--- config.mk ---
export PLATFORM = sky130hd
export DESIGN_NAME = rr_burst_sched_flat
export DESIGN_NICKNAME = d
export VERILOG_FILES = /design/src/rtl/rr_burst_sched_if.sv /design/src/rtl/rr_burst_sched.sv /design/src/flat_wrapper.sv
export SDC_FILE = /design/constraint.sdc
export NUM_CORES = 1
export LEC_CHECK = 0
export ABC_AREA = 1
export BUFFER_PORTS_ARGS = -buffer_cell sky130_fd_sc_hd__buf_4
export CORE_UTILIZATION = 50
export CTS_CLUSTER_DIAMETER = 150
export DETAILED_ROUTE_END_ITERATION = 10
export PLACE_DENSITY = 0.77
export SYNTH_ARGS = -nofsm -noshare
export SYNTH_HDL_FRONTEND = slang
export SYNTH_SLANG_ARGS = --single-unit
--- constraint.sdc ---
create_clock -name clk -period 1.6 [get_ports clk]
set_input_delay 0.16 -clock clk [delete_from_list [all_inputs] [get_ports clk]]
set_output_delay 0.16 -clock clk [all_outputs]
set_load 0.01 [all_outputs]
--- src/rtl/rr_burst_sched_if.sv ---
// Handshake bundle between three burst requesters and the round-robin scheduler.
// Latency: none, wires only.
// Backpressure: none; the scheduler's grant is the only flow control.
interface rr_burst_sched_if;
  logic [2:0] req;
  logic       beat_last;
  logic       abort;
  logic [2:0] gnt;
  logic [1:0] owner;
  logic       start;
  logic       done;
  logic       timeout;

  // Requester side drives requests and burst control, observes the grant.
  modport master (
    output req, beat_last, abort,
    input  gnt, owner, start, done, timeout
  );

  // Scheduler side.
  modport slave (
    input  req, beat_last, abort,
    output gnt, owner, start, done, timeout
  );
endinterface

--- src/rtl/rr_burst_sched.sv ---
// Three-way round-robin burst scheduler with beat limit, abort and forced-end timeout.
// Latency: grant registered one edge after req seen in IDLE; start is combinational in GRANT.
// Backpressure: none; a granted owner keeps the datapath until beat_last, abort or the limit.
module rr_burst_sched #(
  parameter int MAX_BEATS = 16
) (
  input  logic            clk,
  input  logic            rst_n,
  rr_burst_sched_if.slave bus
);

  typedef enum logic [1:0] {
    IDLE  = 2'd0,
    GRANT = 2'd1,
    RUN   = 2'd2,
    LAST  = 2'd3
  } state_t;

  // Counter value of the final allowed RUN cycle.
  localparam logic [3:0] BEAT_LIMIT = 4'(MAX_BEATS - 1);

  state_t     state_q, state_d;
  logic [1:0] owner_q, owner_d;
  logic [1:0] ptr_q,   ptr_d;
  logic [2:0] gnt_q,   gnt_d;
  logic [3:0] cnt_q,   cnt_d;
  logic       done_q,  done_d;
  logic       timeout_q, timeout_d;
  logic       start;

  logic [3:0] req_pad;
  logic [1:0] cand0, cand1, cand2;
  logic [1:0] win;

  // Round-robin winner: search ptr+1, ptr+2, then ptr itself (mod 3).
  always_comb begin
    req_pad = {1'b0, bus.req};
    cand0   = 2'd0;
    cand1   = 2'd1;
    cand2   = 2'd2;
    case (ptr_q)
      2'd0: begin
        cand0 = 2'd1;
        cand1 = 2'd2;
        cand2 = 2'd0;
      end
      2'd1: begin
        cand0 = 2'd2;
        cand1 = 2'd0;
        cand2 = 2'd1;
      end
      default: begin
        cand0 = 2'd0;
        cand1 = 2'd1;
        cand2 = 2'd2;
      end
    endcase
    if (req_pad[cand0]) begin
      win = cand0;
    end else if (req_pad[cand1]) begin
      win = cand1;
    end else begin
      win = cand2;
    end
  end

  // Next-state, arbitration load, beat counting and pulse generation.
  always_comb begin
    state_d   = IDLE;
    owner_d   = owner_q;
    ptr_d     = ptr_q;
    cnt_d     = 4'd0;
    done_d    = 1'b0;
    timeout_d = 1'b0;
    start     = 1'b0;
    case (state_q)
      IDLE: begin
        if (|bus.req) begin
          state_d = GRANT;
          owner_d = win;
        end else begin
          state_d = IDLE;
        end
      end
      GRANT: begin
        if (bus.abort) begin
          state_d = LAST;
        end else begin
          state_d = RUN;
          start   = 1'b1;
        end
      end
      RUN: begin
        // Abort beats beat_last beats the limit; only a pure limit exit is a timeout.
        if (bus.abort) begin
          state_d = LAST;
        end else if (bus.beat_last) begin
          state_d = LAST;
        end else if (cnt_q == BEAT_LIMIT) begin
          state_d   = LAST;
          timeout_d = 1'b1;
        end else begin
          state_d = RUN;
          cnt_d   = cnt_q + 4'd1;
        end
      end
      LAST: begin
        state_d = IDLE;
        ptr_d   = owner_q;
        done_d  = 1'b1;
      end
      default: begin
        state_d = IDLE;
        owner_d = 2'd0;
      end
    endcase
    // Grant follows the state being entered, so it is clean in IDLE.
    gnt_d = (state_d == IDLE) ? 3'b000 : (3'b001 << owner_d);
  end

  // State and registered outputs; ptr resets to 2 so requester 0 wins first.
  always_ff @(posedge clk or negedge rst_n) begin
    if (!rst_n) begin
      state_q   <= IDLE;
      owner_q   <= 2'd0;
      ptr_q     <= 2'd2;
      gnt_q     <= 3'b000;
      cnt_q     <= 4'd0;
      done_q    <= 1'b0;
      timeout_q <= 1'b0;
    end else begin
      state_q   <= state_d;
      owner_q   <= owner_d;
      ptr_q     <= ptr_d;
      gnt_q     <= gnt_d;
      cnt_q     <= cnt_d;
      done_q    <= done_d;
      timeout_q <= timeout_d;
    end
  end

  assign bus.gnt     = gnt_q;
  assign bus.owner   = owner_q;
  assign bus.start   = start;
  assign bus.done    = done_q;
  assign bus.timeout = timeout_q;

endmodule
--- src/flat_wrapper.sv ---
// flat-port wrapper written by rule: the top's interface ports become plain ports
module rr_burst_sched_flat 
#(
  parameter int MAX_BEATS = 16
)
  (clk, rst_n, bus_req, bus_beat_last, bus_abort, bus_gnt, bus_owner, bus_start, bus_done, bus_timeout);
  rr_burst_sched_if bus_i ();
  input  logic clk;
  input  logic rst_n;
  input wire logic [$bits(bus_i.req)-1:0] bus_req;
  input wire logic [$bits(bus_i.beat_last)-1:0] bus_beat_last;
  input wire logic [$bits(bus_i.abort)-1:0] bus_abort;
  output wire logic [$bits(bus_i.gnt)-1:0] bus_gnt;
  output wire logic [$bits(bus_i.owner)-1:0] bus_owner;
  output wire logic [$bits(bus_i.start)-1:0] bus_start;
  output wire logic [$bits(bus_i.done)-1:0] bus_done;
  output wire logic [$bits(bus_i.timeout)-1:0] bus_timeout;
  assign bus_i.req = bus_req;
  assign bus_i.beat_last = bus_beat_last;
  assign bus_i.abort = bus_abort;
  assign bus_gnt = bus_i.gnt;
  assign bus_owner = bus_i.owner;
  assign bus_start = bus_i.start;
  assign bus_done = bus_i.done;
  assign bus_timeout = bus_i.timeout;
  rr_burst_sched #(.MAX_BEATS(MAX_BEATS)) u_core (.clk(clk), .rst_n(rst_n), .bus(bus_i));
endmodule
# [Yosys cells after proc, flatten, opt, wreduce, memory -nomap -nowiden]
# Cells that the tools add are included.
[word_totals] reg_bits=15 latchBits=0 ramBits=0 romBits=0 input_bits=7 wordCells=49 mem_count=0
[op_classes] n_addsub=1 mul=0 div=0 order_cmp=2 n_eq_ne=5 n_shift=1 n_mux=29 bitwise=0 n_reduce_logical=4
[op_table] operator="$mux W4" count=4
[op_table] operator="$mux W1" count=12
[op_table] operator="$mux W2" count=6
[op_table] operator="$pmux W2 S2" count=3
[op_table] operator="$pmux W2 S4" count=1
[op_table] operator="$logic_not A2 Y1" count=3
[op_table] operator="$lt A2 B3 Y1 const B" count=2
[op_table] operator="$add A4 B1 Y4 const B" count=1
[op_table] operator="$bmux W1 S2" count=2
[op_table] operator="$eq A2 B1 Y1 const B" count=2
[op_table] operator="$eq A2 B2 Y1 const B" count=2
[op_table] operator="$eq A4 B4 Y1 const B" count=1
[op_table] operator="$mux W3" count=1
[op_table] operator="$reduce_or A3 Y1" count=1
[op_table] operator="$shl A1 B2 Y3 const A" count=1

# [Depth between registers and ports, before layout]
[depth] word_depth=10 ltp_mapped=9

# [Worst setup path after synthesis]
# Ideal clock, no wire load.
[synth_path] path_type="reg-to-reg" startpoint="register u_core.cnt_q[0]" endpoint="register u_core.gnt_q[2] (netlist: u_core.bus.gnt[2])" setup_ns=0.116 arrival_ns=1.069 t_required_ns=1.484 setup_slack_ns=0.415 path_stages_with_launch=10 cell_sequence="dfrtp_1 > ha_1 > nand3_1 > nand2_1 > nand2_1 > nand2_1 > nand2_1 > nand2_1 > nand2_1 > nor2_1"
[synth_between] elab_chain_len=7
[synth_rtl] element="start, declared" line="rr_burst_sched.sv:26" rtl="logic [3:0] cnt_q, cnt_d;"
[synth_rtl] element="start signal, assigned" line="rr_burst_sched.sv:136" rtl="cnt_q <= cnt_d;"
[synth_rtl] element="$eq A4 B4 Y1" line="rr_burst_sched.sv:99" rtl="end else if (cnt_q == BEAT_LIMIT) begin"
[synth_rtl] element="$mux W1" line="rr_burst_sched.sv:99"
[synth_rtl] element="$mux W2" line="rr_burst_sched.sv:97" rtl="end else if (bus.beat_last) begin"
[synth_rtl] element="$mux W2" line="rr_burst_sched.sv:95" rtl="if (bus.abort) begin"
[synth_rtl] element="$pmux W2 S4" line="rr_burst_sched.sv:76" rtl="case (state_q)"
[synth_rtl] element="$logic_not A2 Y1" line="rr_burst_sched.sv:118" rtl="gnt_d = (state_d == IDLE) ? 3'b000 : (3'b001 << owner_d);"
[synth_rtl] element="$mux W3" line="rr_burst_sched.sv:118"
[synth_rtl] element="named net u_core.gnt_d[2]" line="rr_burst_sched.sv:25" rtl="logic [2:0] gnt_q, gnt_d;"
[synth_rtl] element="end signal, assigned" line="rr_burst_sched.sv:135" rtl="gnt_q <= gnt_d;"
[synth_rtl] element="end, declared" line="rr_burst_sched.sv:25"
# The timed path passes the listed nets, and every way through them passes these cells.
# A chain may end at the register's enable or synchronous reset.

# [Final worst setup path]
[layout_path] startpoint="register u_core.state_q[1]" endpoint="output port bus_start"
[layout_between] elab_chain_len=2
[layout_rtl] element="start, declared" line="rr_burst_sched.sv:22" rtl="state_t state_q, state_d;"
[layout_rtl] element="start signal, assigned" line="rr_burst_sched.sv:132" rtl="state_q <= state_d;"
[layout_rtl] element="$eq A2 B1 Y1" line="rr_burst_sched.sv:76"
[layout_rtl] element="$mux W1" line="rr_burst_sched.sv:76"
[layout_rtl] element="end, declared" line="flat_wrapper.sv:15" rtl="output wire logic [$bits(bus_i.start)-1:0] bus_start;"
# Every way passes these cells.

==> impl_metrics.csv <==
group,metric,value,unit
run_status,status,"finished clean",
finish,final_nets,123,
timing,finalSetupViolCount,0,
floorplan,die-width,40.65,um
timing,setup_tns,0,ns
placement,dp_cells,119,
placement,place.detailed.hpwl,987.4,um
floorplan,ios,15,
yosys,syn_nets,103,
power,clkPwrFrac,13.8,%
timing,fmax,749.1,MHz
global_routing,grt_pass1_vias,444,
power,p_leak,0.5155,nW
yosys,synthCells,90,
finish,final_cells,124,
power,switchingPower,0.0006379,W
finish,area_growth,21.44,%
worst_setup_path,rr_worst_depth,9,
run,drv_cap,0,
clock_tree,clk_path_buf_depth,2,
floorplan,start_util,55.33,%
yosys,yosysWarnings,0,
timing,finalCritPeriodShare,83.43,%
worst_setup_path,r2r-start,"u_core.cnt_q[0]",
worst_setup_path,crit_required,1.44,ns
drt,drtPass1Iterations,6,
finish,diodes,0,
timing,setup_ws,0.2651,ns
timing,tightest_slew,0.1914,ns
clock_tree,cts_buffers,3,
power,p_sw_share,41.48,%
placement,port_buffers,14,
drt,drc,0,
drt,wl,1.264,mm
clock_tree,path_clk_slew,0.09,ns
worst_setup_path,arrival,1.17,ns
yosys,synth_flop_cell,"dfrtp_1",
clock_tree,clock_sinks,15,
power,comb_power_share,48.0,%
placement,dpl_cell_area,870.8,um2
placement,pre_cts_slack,0.3194,ns
drt,vias,595,
finish,final_cell_area,907.1,um2
timing,grt_setup_unrepaired,"false",
floorplan,die-area,1652,um2
hold_path,hold_path.class,"in2reg",
timing,fin_skew,0.005326,ns
worst_setup_path,cp-startpoint,"u_core.state_q[1]",
yosys,ys_types,15,
clock_tree,cts_tree,"built",
timing,period_needed,1.335,ns
yosys,netlist_area,747.0,um2
floorplan,core,1350,um2
global_routing,antenna_found_initial,0,
drt,drt_iter0_drc,15,
worst_setup_path,ff2ff_setup_slack,0.29,ns
power,p_per_area,1696,nW/um2
floorplan,rows,13,
yosys,synth-seq-area-share,50.42,%
yosys,async_flop_share,100.0,%
clock_tree,cts_root_buf,"clkbuf_4",
yosys,ys_seq_elements,15,
yosys,synth-edff-count,0,
floorplan,die_y,40.65,um
timing,hold_viol,0,
yosys,synth_area_per_cell,8.300,um2
finish,layout-drive-gt1-share,22.94,%
worst_setup_path,crit_path_start_kind,"flip-flop",
clock_tree,htreeDepth,1,
global_routing,track_usage,17.64,%
timing,drv_slew,0,
power,seqPwrFrac,38.2,%
worst_setup_path,worstPathMaxFanout,3,
worst_setup_path,endpoint,"bus_start",
power,finalPower,0.001538,W
drt,ant_nets,0,
worst_setup_path,end_kind,"output pin",
global_routing,gr-total-overflow,0,
placement,gpl.final_weighted_congestion,0.7568,
global_routing,grt_max_degree,16,
drt,drt-wirelength-per-cell,10.19,um
power,ir_worst_vdd,0.9402,mV
power,intPower,0.0009002,W
global_routing,grt_pass1_wl,1.814,mm
worst_setup_path,reg2reg_to,"u_core.bus.gnt[0]",
clock_tree,cts_resized,0,
worst_setup_path,worst-setup-path-type,"reg2out",
clock_tree,clock_latency,0.28,ns
timing,slew-limit-headroom,87.19,%
drt,via_per_inst,4.798,
## metal layers
layer | global-route usage (%) | vias to the layer above | wire, um
met5 | 0 | - | 0
met4 | 12.50 | 0 | 12
met3 | 1.630 | 2 | 71
met2 | 23.41 | 19 | 547
met1 | 26.81 | 265 | 631
li1 | - | 309 | -
## cell families after synthesis
family          Yosys count  synth area share, %
simple gates             47                26.47
buf+inv                  16                8.041
flops                    15                50.42
fa+ha+maj                 6                10.05
compound gates            4                2.679
xor+xnor                  2                2.345
## power groups by stage
stage / Sequential (W) / Combinational (W) / Clock (W)
after floorplan: 0.000612 / 0.000477 / 0
after global placement: 0.000590 / 0.000713 / 0
after detailed placement: 0.000594 / 0.000733 / 0
after CTS: 0.000587 / 0.000740 / 0.000214
after global routing: 0.000604 / 0.000827 / 0.000239
final: 0.000588 / 0.000738 / 0.000212
## worst max-delay path, stage by stage (launching register included)
cell and delay, ns:
dfrtp_1 0.40, inv_1 0.10, ha_1 0.16, inv_1 0.04
nor2_1 0.07, buf_4 0.12
## layout make-up
class	instances	area, um2
clock buffer	4	26.28
fill	121	442.9
inverter	16	60.06
multi-input combinational	59	310.3
sequential	15	376.6
tap	15	18.77
timing repair buffer	15	115.1
## synth_stat cells, types with 2 or more instances
library cell  number  area (um2)
nor2_2             2       12.51
nand2_1           22       82.58
inv_2              2       7.510
nand2_2            3       18.77
ha_1               6       75.07
dfrtp_1           14       350.3
inv_1             14       52.55
nor2_1            14       52.55
nand3_1            5       25.02
o21ai_0            3       15.01
## worst min path at each step
| stage | endpoint | startpoint | depth (start not counted) | slack [ns] |
|---|---|---|---|---|
| final | u_core.cnt_q[1] | bus_beat_last | 4 | 0.19 |
| after CTS | u_core.cnt_q[1] | bus_beat_last | 4 | 0.19 |
| after detailed placement | u_core.bus.timeout | rst_n | 1 | 0.02 |
| after global routing | u_core.cnt_q[1] | bus_beat_last | 4 | 0.20 |
| after floorplan | u_core.bus.done | rst_n | 0 | -0.14 |
| after global placement | u_core.cnt_q[0] | rst_n | 1 | 0.02 |
## metrics by stage
step / hold WS, ns / util (%)
3_5_place_dp: 0.02135 / 64.50
3_3_place_gp: 0.02019 / 64.50
5_1_grt: 0.1979 / 67.19
6_report: 0.1863 / 67.19
4_1_cts: 0.1874 / 67.19
2_1_floorplan: -0.1356 / -
## what timing repair did
item | in CTS | in global routing
endpoints found under the hold margin | 15 | 0
hold buffers | 1 | 0
setup buffers | 0 | 0
## registers in the layout, summed over array words and instances, names as in the netlist
register / count
u_core.bus.done: 1
u_core.bus.gnt: 3
u_core.bus.owner: 2
u_core.bus.timeout: 1
u_core.cnt_q: 4
u_core.ptr_q: 2
u_core.state_q: 2
## cells in the final DEF (no fill, tap or decap), drive strengths merged
| cell type | count |
|---|---|
| a21oi | 1 |
| buf | 14 |
| clkbuf | 4 |
| dfrtp | 14 |
| dfstp | 1 |
| dlygate4sd3 | 1 |
| ha | 6 |
| inv | 16 |
| nand2 | 25 |
| nand3 | 5 |
| nand4 | 1 |
| nor2 | 16 |
| o21ai | 3 |
| xnor2 | 1 |
| xor2 | 1 |
(Power assumes the default switching activity.)
